<file path="src/rtl/disparity_pkg.sv">
// rtl/disparity_pkg.sv - shared types, default sizes and index-width helper for the disparity search controller
package disparity_pkg;

  typedef enum logic [1:0] {
    IDLE   = 2'd0,
    ISSUE  = 2'd1,
    DRAIN  = 2'd2,
    OUTPUT = 2'd3
  } state_t;

  localparam int MAX_DISP_DEF    = 32;
  localparam int H_RES_DEF       = 320;
  localparam int V_RES_DEF       = 240;
  localparam int SAD_W_DEF       = 16;
  localparam int MAX_OUTST_DEF   = 4;
  localparam int UNIQ_MARGIN_DEF = 64;

  function automatic int idx_w(input int n);
    return (n > 1) ? $clog2(n) : 1;
  endfunction

  localparam int X_W_DEF = idx_w(H_RES_DEF);
  localparam int Y_W_DEF = idx_w(V_RES_DEF);
  localparam int D_W_DEF = idx_w(MAX_DISP_DEF);

endpackage

</file>
<file path="src/rtl/disparity_min_tracker.sv">
// rtl/disparity_min_tracker.sv - running minimum-cost tracker; with UNIQUENESS_CHECK_EN also a runner-up cost
module disparity_min_tracker
  import disparity_pkg::*;
#(
  parameter int D_W   = D_W_DEF,
  parameter int SAD_W = SAD_W_DEF
) (
  input  logic             i_clk,
  input  logic             i_rst,
  input  logic             i_clear,
  input  logic             i_valid,
  input  logic             i_first,
  input  logic [D_W-1:0]   i_d,
  input  logic [SAD_W-1:0] i_cost,
  output logic [D_W-1:0]   o_best_d,
  output logic [SAD_W-1:0] o_best_cost
`ifdef UNIQUENESS_CHECK_EN
  ,
  output logic [SAD_W-1:0] o_second_cost
`endif
);

  logic [D_W-1:0]   r_best_d;
  logic [SAD_W-1:0] r_best_cost;
  logic             w_take;

  // Strict less-than keeps the lower disparity on ties; the first response always loads.
  assign w_take = i_valid && (i_first || (i_cost < r_best_cost));

  always_ff @(posedge i_clk or posedge i_rst) begin
    if (i_rst) begin
      r_best_d    <= '0;
      r_best_cost <= '1;
    end else if (i_clear) begin
      r_best_d    <= '0;
      r_best_cost <= '1;
    end else if (w_take) begin
      r_best_d    <= i_d;
      r_best_cost <= i_cost;
    end
  end

  assign o_best_d    = r_best_d;
  assign o_best_cost = r_best_cost;

`ifdef UNIQUENESS_CHECK_EN
  localparam logic [D_W:0] ONE = (D_W+1)'(1);

  logic [SAD_W-1:0] r_second_cost;
  logic [D_W:0]     w_d_ext;
  logic [D_W:0]     w_b_ext;
  logic             w_far;

  assign w_d_ext = {1'b0, i_d};
  assign w_b_ext = {1'b0, r_best_d};
  assign w_far   = (w_d_ext > w_b_ext + ONE) || (w_b_ext > w_d_ext + ONE);

  // A displaced best survives as runner-up only if it is not a neighbour of the new best.
  always_ff @(posedge i_clk or posedge i_rst) begin
    if (i_rst) begin
      r_second_cost <= '1;
    end else if (i_clear) begin
      r_second_cost <= '1;
    end else if (i_valid && !i_first) begin
      if (w_take) begin
        if (w_far) begin
          r_second_cost <= r_best_cost;
        end
      end else if (w_far && (i_cost < r_second_cost)) begin
        r_second_cost <= i_cost;
      end
    end
  end

  assign o_second_cost = r_second_cost;
`endif

endmodule

</file>
<file path="src/rtl/disparity_search_ctrl.sv">
// rtl/disparity_search_ctrl.sv - sequences SAD requests over all disparities of one pixel and reports the best
// Optional macro UNIQUENESS_CHECK_EN enables the runner-up margin confidence flag.
module disparity_search_ctrl
  import disparity_pkg::*;
#(
  parameter int MAX_DISP  = MAX_DISP_DEF,
  parameter int H_RES     = H_RES_DEF,
  parameter int V_RES     = V_RES_DEF,
  parameter int SAD_W     = SAD_W_DEF,
  parameter int MAX_OUTST = MAX_OUTST_DEF
`ifdef UNIQUENESS_CHECK_EN
  ,
  parameter int UNIQ_MARGIN = UNIQ_MARGIN_DEF
`endif
) (
  input  logic                       clk_in,
  input  logic                       rst_in,
  input  logic                       px_valid,
  output logic                       px_ready,
  input  logic [idx_w(H_RES)-1:0]    px_x,
  input  logic [idx_w(V_RES)-1:0]    px_y,
  output logic                       sad_req_valid,
  input  logic                       sad_req_ready,
  output logic [idx_w(H_RES)-1:0]    sad_xl,
  output logic [idx_w(H_RES)-1:0]    sad_xr,
  output logic [idx_w(V_RES)-1:0]    sad_y,
  input  logic                       sad_resp_valid,
  input  logic [SAD_W-1:0]           sad_resp_cost,
  output logic                       disp_valid,
  input  logic                       disp_ready,
  output logic [idx_w(MAX_DISP)-1:0] disp_out,
  output logic [SAD_W-1:0]           disp_cost,
  output logic                       disp_conf
);

  localparam int X_W = idx_w(H_RES);
  localparam int Y_W = idx_w(V_RES);
  localparam int D_W = idx_w(MAX_DISP);
  localparam int O_W = idx_w(MAX_OUTST + 1);

  state_t           r_state;
  state_t           w_next;
  logic [X_W-1:0]   r_x;
  logic [Y_W-1:0]   r_y;
  logic [D_W-1:0]   r_d_limit;
  logic [D_W:0]     r_d_iss;
  logic [D_W:0]     r_d_rcv;
  logic [O_W-1:0]   r_outst;

  logic             w_px_fire;
  logic             w_req_fire;
  logic             w_resp_acc;
  logic             w_resp_dec;
  logic             w_can_issue;
  logic             w_last_req;
  logic             w_last_resp;
  logic             w_rcv_done;
  logic [D_W-1:0]   w_d_limit;
  logic [D_W:0]     w_limit_ext;
  logic [D_W-1:0]   w_best_d;
  logic [SAD_W-1:0] w_best_cost;
  logic             w_conf;

  assign w_limit_ext = {1'b0, r_d_limit};
  assign w_px_fire   = px_valid && px_ready;
  assign w_req_fire  = sad_req_valid && sad_req_ready;
  // Responses outside the search (e.g. stragglers after a reset) never reach the tracker.
  assign w_resp_acc  = sad_resp_valid && ((r_state == ISSUE) || (r_state == DRAIN));
  assign w_resp_dec  = sad_resp_valid && (r_outst != '0);
  assign w_can_issue = (r_d_iss <= w_limit_ext) && (r_outst < O_W'(MAX_OUTST));
  assign w_last_req  = (r_d_iss == w_limit_ext);
  assign w_last_resp = (r_d_rcv == w_limit_ext);
  assign w_rcv_done  = (r_d_rcv == w_limit_ext + (D_W+1)'(1));

  // Clamp so that x - d stays non-negative near the left image edge.
  assign w_d_limit = (px_x >= X_W'(MAX_DISP - 1)) ? D_W'(MAX_DISP - 1) : D_W'(px_x);

  always_ff @(posedge clk_in or posedge rst_in) begin
    if (rst_in) begin
      r_state <= IDLE;
    end else begin
      r_state <= w_next;
    end
  end

  always_comb begin
    w_next        = r_state;
    px_ready      = 1'b0;
    sad_req_valid = 1'b0;
    disp_valid    = 1'b0;
    case (r_state)
      IDLE: begin
        px_ready = !rst_in;
        if (px_valid && !rst_in) begin
          w_next = ISSUE;
        end
      end
      ISSUE: begin
        sad_req_valid = w_can_issue;
        if (w_can_issue && sad_req_ready && w_last_req) begin
          w_next = DRAIN;
        end
      end
      DRAIN: begin
        // Leaving on the final response itself lets the result appear one cycle later.
        if ((w_resp_acc && w_last_resp) || w_rcv_done) begin
          w_next = OUTPUT;
        end
      end
      OUTPUT: begin
        disp_valid = 1'b1;
        if (disp_ready) begin
          w_next = IDLE;
        end
      end
      default: w_next = IDLE;
    endcase
  end

  always_ff @(posedge clk_in or posedge rst_in) begin
    if (rst_in) begin
      r_x       <= '0;
      r_y       <= '0;
      r_d_limit <= '0;
      r_d_iss   <= '0;
      r_d_rcv   <= '0;
    end else if (w_px_fire) begin
      r_x       <= px_x;
      r_y       <= px_y;
      r_d_limit <= w_d_limit;
      r_d_iss   <= '0;
      r_d_rcv   <= '0;
    end else begin
      if (w_req_fire) begin
        r_d_iss <= r_d_iss + (D_W+1)'(1);
      end
      if (w_resp_acc) begin
        r_d_rcv <= r_d_rcv + (D_W+1)'(1);
      end
    end
  end

  always_ff @(posedge clk_in or posedge rst_in) begin
    if (rst_in) begin
      r_outst <= '0;
    end else begin
      case ({w_req_fire, w_resp_dec})
        2'b10:   r_outst <= r_outst + O_W'(1);
        2'b01:   r_outst <= r_outst - O_W'(1);
        default: r_outst <= r_outst;
      endcase
    end
  end

`ifdef UNIQUENESS_CHECK_EN
  logic [SAD_W-1:0] w_second_cost;
  logic [SAD_W:0]   w_gap;
`endif

  disparity_min_tracker #(
    .D_W   (D_W),
    .SAD_W (SAD_W)
  ) u_min_tracker (
    .i_clk         (clk_in),
    .i_rst         (rst_in),
    .i_clear       (w_px_fire),
    .i_valid       (w_resp_acc),
    .i_first       (r_d_rcv == '0),
    .i_d           (r_d_rcv[D_W-1:0]),
    .i_cost        (sad_resp_cost),
    .o_best_d      (w_best_d),
    .o_best_cost   (w_best_cost)
`ifdef UNIQUENESS_CHECK_EN
    ,
    .o_second_cost (w_second_cost)
`endif
  );

`ifdef UNIQUENESS_CHECK_EN
  assign w_gap  = {1'b0, w_second_cost} - {1'b0, w_best_cost};
  assign w_conf = (!w_gap[SAD_W] && (w_gap >= (SAD_W+1)'(UNIQ_MARGIN)))
                  || (w_limit_ext < (D_W+1)'(2));
`else
  assign w_conf = 1'b1;
`endif

  assign sad_xl    = r_x;
  assign sad_xr    = r_x - X_W'(r_d_iss);
  assign sad_y     = r_y;
  assign disp_out  = disp_valid ? w_best_d : '0;
  assign disp_cost = disp_valid ? w_best_cost : '0;
  assign disp_conf = disp_valid && w_conf;

endmodule

</file>
<file path="config.mk">
export PLATFORM = sky130hd
export DESIGN_NAME = disparity_search_ctrl
export DESIGN_NICKNAME = d
export VERILOG_FILES = /design/src/rtl/disparity_pkg.sv /design/src/rtl/disparity_min_tracker.sv /design/src/rtl/disparity_search_ctrl.sv
export SDC_FILE = /design/constraint.sdc
export NUM_CORES = 1
export LEC_CHECK = 0
export ABC_AREA = 1
export ABC_CLOCK_PERIOD_IN_PS = 5200
export CORE_ASPECT_RATIO = 1.1
export CORE_UTILIZATION = 56
export DETAILED_ROUTE_END_ITERATION = 10
export GPL_TIMING_DRIVEN = 0
export HOLD_SLACK_MARGIN = 0.12
export PLACE_DENSITY = 0.88
export SETUP_SLACK_MARGIN = 0.4
export SLEW_MARGIN = 30
export SYNTH_ARGS = -nofsm -noshare
export SYNTH_HDL_FRONTEND = slang
export SYNTH_HIERARCHICAL = 1
export SYNTH_SLANG_ARGS = --single-unit
export TNS_END_PERCENT = 1
</file>
<file path="constraint.sdc">
create_clock -name clk_in -period 5.2 [get_ports clk_in]
set_clock_uncertainty 0.1 [all_clocks]
set_input_delay 1.56 -clock clk_in [delete_from_list [all_inputs] [get_ports clk_in]]
set_output_delay 1.56 -clock clk_in [all_outputs]
set_load 0.1 [all_outputs]
</file>
Word level (Yosys, flattened, before mapping)
Cells that the tools add are included.
{"block": "totals", "regBits": 60, "in_bits": 39, "elab_cells": 73}
{"block": "classes", "add_sub_neg": 6, "magnitude_cmp": 4, "eq_ne": 12, "muxes": 20, "n_reduce_logical": 22}
{"operator": "two-way mux 16 bit", "count": 3}
{"operator": "two-way mux 6 bit", "count": 4}
{"operator": "two-way mux 5 bit", "count": 4}
{"operator": "< comparator 16 bit", "count": 1}
{"operator": "adder 6 x 1 -> 6 bit (second input constant)", "count": 2}
{"operator": "equality test 6 x 5 -> 1 bit", "count": 2}
{"operator": "logical AND 1 bit", "count": 10}
{"operator": ">= comparator 9 x 5 -> 1 bit (second input constant)", "count": 1}
{"operator": "subtractor 9 x 6 -> 9 bit", "count": 1}
{"operator": "two-way mux 2 bit", "count": 4}
{"operator": "one-hot mux 2 bit (4 select lines)", "count": 1}
{"operator": "nonzero test 2 bit", "count": 4}
{"operator": "adder 5 x 1 -> 6 bit (second input constant)", "count": 1}
{"operator": "equality test 2 bit (second input constant)", "count": 3}
{"operator": "equality test 6 bit", "count": 1}
{"operator": "<= comparator 6 x 5 -> 1 bit", "count": 1}
{"operator": "logical NOT 6 bit", "count": 1}
{"operator": "one-hot mux 3 bit (2 select lines)", "count": 1}
{"operator": "equality test 2 x 1 -> 1 bit (second input constant)", "count": 2}
{"operator": "!= test 2 x 1 -> 1 bit (second input constant)", "count": 2}
{"operator": "!= test 2 bit (second input constant)", "count": 2}
{"operator": "AND reduction 4 bit", "count": 1}
{"operator": "adder 3 x 1 -> 3 bit (second input constant)", "count": 1}
{"operator": "logical OR 1 bit", "count": 3}
{"operator": "other kinds (6)", "count": 8}

Depth between registers and ports, before layout
{"block": "depth", "depth_word": 7, "mapped_depth": 16, "ltp_nobuf": 15}

By module
The synthesis kept the hierarchy.
{"mod": "disparity_search_ctrl", "instances": 1, "cells_per_inst": 397, "area_each_um2": 2785.2, "seq_area_each_um2": 975.9}
{"mod": "disparity_min_tracker", "instances": 1, "cells_per_inst": 178, "area_each_um2": 1395.1, "seq_area_each_um2": 545.5}

Worst setup path after synthesis
No wires, ideal clock.
{"block": "synth_timing", "kind": "register to output", "startpoint": "register r_x[0], in the netlist sad_xl[0]", "endpoint": "output sad_xr[6]", "arrival_ns": 3.579, "required_ns": 3.540, "setup_slack_ns": -0.039, "path_stages_with_launch": 9, "path_buffers": 0, "path_cell_list": "dfrtp_1 > inv_1 > ha_1 > fa_1 > o21ai_0 > nand2_1 > nand2_1 > a21oi_1 > xor2_1"}
{"block": "synth_between", "elab_chain_len": 1}
{"item": "start, declared", "line_no": "disparity_search_ctrl.sv:43", "rtl": "logic [X_W-1:0] r_x;"}
{"item": "start signal, assigned", "line_no": "disparity_search_ctrl.sv:128", "rtl": "r_x <= px_x;"}
{"item": "subtractor 9 x 6 -> 9 bit", "line_no": "disparity_search_ctrl.sv:188", "rtl": "assign sad_xr = r_x - X_W'(r_d_iss);"}
{"item": "end, declared", "line_no": "disparity_search_ctrl.sv:25", "rtl": "output logic [idx_w(H_RES)-1:0] sad_xr,"}
No other way between the ends.

Final worst setup path
{"block": "layout_timing", "startpoint": "register r_d_iss[0]", "endpoint": "output sad_xr[6]"}
{"block": "layout_between", "elab_chain_len": 1}
{"item": "start, declared", "line_no": "disparity_search_ctrl.sv:46", "rtl": "logic [D_W:0] r_d_iss;"}
{"item": "start signal, assigned", "line_no": "disparity_search_ctrl.sv:135", "rtl": "r_d_iss <= r_d_iss + (D_W+1)'(1);"}
{"item": "subtractor 9 x 6 -> 9 bit", "line_no": "disparity_search_ctrl.sv:188"}
No other way between the ends.

==> impl_metrics.yaml <==
setup_path:
  worstSetupStartpoint: "r_d_iss[0]"
  crit_type: "reg -> out"
  path_max_fanout: 5
  worstSetupEndpoint: "sad_xr[6]"
  reg2regPathDepth: 14
  crit_chain: "ha_1 > fa_1 > o21ai_0 > nand2_1 > nand2_1 > a21oi_1 > xor2_2 > clkdlybuf4s50_1"
  crit_path_end_kind: "output pin"
  r2r-end: "r_outst[2]"
  reg2reg_from: "r_d_limit[3]"
  crit_slowest_cell: "clkdlybuf4s50_1"
  cp_common_cell: "nand2_1"
  critPathArrivalTime_ns: 3.31
  worstSetupStartpointType: "register"
  cp_data_required_time_ns: 3.54
  max_stage_delay_ns: 1.14
  reg2reg_slack_ns: 2.53
status:
  run_status: "complete, but fails checks"
  violations: "DRC"
sta:
  setup_tns_ns: 0
  period_needed_ns: 4.968
  finalSetupViolCount: 0
  timing_max_transition_violations_final: 0
  finalCritPeriodShare: 0.9554
  worst_slew_pin_slew_ns: 0.9920
  relSlewSlack: 0.3366
  rsz0062_at_grt: "true"
  finalHoldWorstSlack_ns: 0.3799
  hold_viol: 0
  timing.fmax_mhz: 201.3
routing:
  ant_nets: 0
  via_per_inst: 5.273
  drt_iter0_drc: 177
  routed_wl_um: 10050
  wire_per_inst_um: 13.12
  vias: 4039
  drc: 5
  dr.pass1.iters: 9
synth:
  seq_area_frac_synth: 0.3640
  synth_nets: 652
  synth_area_um2: 4180
  syn_area_per_cell_um2: 7.270
  async_flop_share: 1.000
  synthDistinctLibCells: 33
  ys_ff_latch: 60
  synth-main-ff-cell: "dfrtp_1"
  synth-edff-count: 0
  syn-instance-count: 575
  yosys_warnings: 6
grt:
  grt_first_pass_wirelength_um: 17100
  grt_max_degree: 22
  track_usage: 0.2777
  grt_pass1_vias: 4052
  grt.overflow.total: 0
  antenna_found_initial: 0
place:
  port_buffers: 89
  dpl.hpwl_um: 7754
  dp_cells: 750
  place_congestion: 0.8733
clocking:
  cts-htree-levels: 3
  cts-root-buf: "clkbuf_8"
  clock_sinks: 60
  cts_buffer_depth: 2
  cts_buffers: 9
  clk_latency_ns: 0.34
  cts_tree: "yes"
  cts.hold.buffers_added: 0
  clk_pin_slew_ns: 0.07
final_layout:
  mostFrequentLayoutCells: "197 x nand2_1, 93 x inv_1, 87 x clkdlybuf4s50_1"
  diodes: 0
  synthToLayoutAreaGrowth_pct: 30.17
  fin_nets: 753
  layout_commonest_cell: "nand2_1"
  drive_gt1_frac: 0.1160
  final_cell_count_no_fill: 766
die:
  die_area_um2: 7815
  die_w_um: 84.38
  core_um2: 7127
  floorplan.initialDensity: 0.5866
  die_h_um: 92.62
  rows: 32
  ios: 90
min_path:
  min_path_type: "reg -> reg"
job:
  cap_violations: 0
==> registers in the layout (all words and copies together) (netlist names) <==
| name | flops |
|---|---|
| u_min_tracker/o_best_d | 5 |
| sad_xl | 9 |
| r_d_iss | 6 |
| r_state | 2 |
| r_d_rcv | 6 |
| sad_y | 8 |
| r_d_limit | 5 |
| r_outst | 3 |
| u_min_tracker/o_best_cost | 16 |
==> cell families after synthesis <==
| logic type | after synthesis | synth area share |
|---|---|---|
| flops | 60 | 0.3640 |
| xor+xnor | 11 | 0.02305 |
| simple gates | 305 | 0.3227 |
| compound gates | 48 | 0.06376 |
| buf+inv | 113 | 0.1092 |
| fa+ha+maj | 38 | 0.1173 |
==> layer usage <==
layer	routed length, um	share of wire	vias up	track usage
met5	0	0	-	0
met3	551	0.055	37	0.04278
met1	3976	0.40	1867	0.3041
met2	5151	0.51	153	0.5102
met4	373	0.037	0	0.1610
li1	-	-	1982	-
==> area by class of cell <==
class	count	area [um^2]
multi-input cells	402	2210
fillers	529	1685
flip-flops and latches	60	1521
repair buffers	90	919.6
inverters	98	367.9
clock buffers	12	155.1
well taps	85	106.4
plain buffers	15	88.84
clock inverters	4	72.57
==> critical path: cells and delay by family, from the launching register on <==
family                   cells  cell delay (ns)
XOR/XNOR                     1             0.13
flip-flops                   1             0.43
buffers and inverters        1             1.14
AND/OR/NAND/NOR              2             0.18
AO/OA/AOI/OAI                2             0.42
adder cells (fa/ha/maj)      2             0.67
==> metrics by stage <==
step	setup WS, ns	instance area (um^2)	util
after floorplan	0.1423	4188	-
after global placement	0.2233	5185	0.7275
after CTS	0.2087	5439	0.7632
after detailed placement	0.1927	5213	0.7314
final	0.2318	5441	0.7635
after global routing	0.1279	5441	0.7635
==> worst min-delay path by stage <==
stage | from | to | slack (ns) | cells past startpoint
after CTS | sad_y[2] | sad_y[2] | 0.38 | 2
final | sad_y[2] | sad_y[2] | 0.38 | 2
after global placement | r_outst[0] | r_outst[0] | 0.36 | 1
after floorplan | r_outst[0] | r_outst[0] | 0.35 | 1
after global routing | r_outst[0] | r_outst[0] | 0.40 | 1
after detailed placement | sad_y[2] | sad_y[2] | 0.36 | 2
==> synth_stat cells, types with 2 or more instances <==
library cell / instances / area share
nand2_2: 5 / 0.0075
dfrtp_1: 44 / 0.26
o21ai_0: 19 / 0.023
xnor2_1: 3 / 0.0063
nand2_1: 197 / 0.18
dfstp_2: 16 / 0.10
ha_1: 36 / 0.11
o211ai_1: 5 / 0.0090
nor3_1: 8 / 0.0096
nand4_1: 10 / 0.015
a21oi_1: 18 / 0.022
xor2_1: 8 / 0.017
nor2_2: 2 / 0.0030
nand2_4: 4 / 0.011
buf_4: 6 / 0.011
fa_1: 2 / 0.0096
inv_1: 94 / 0.084
inv_2: 4 / 0.0036
buf_2: 2 / 0.0024
nor2_1: 22 / 0.020
clkbuf_1: 5 / 0.0045
nand3_1: 38 / 0.045
or2_2: 17 / 0.025
==> what timing repair did <==
action,in CTS,in global routing
setup endpoints to repair,4,5
buffers inserted,0,0
resized for setup,1,1
Power is left out: the tool's default activity adds up to more than one toggle a clock period on the data nets, which glitch-free logic cannot reach.
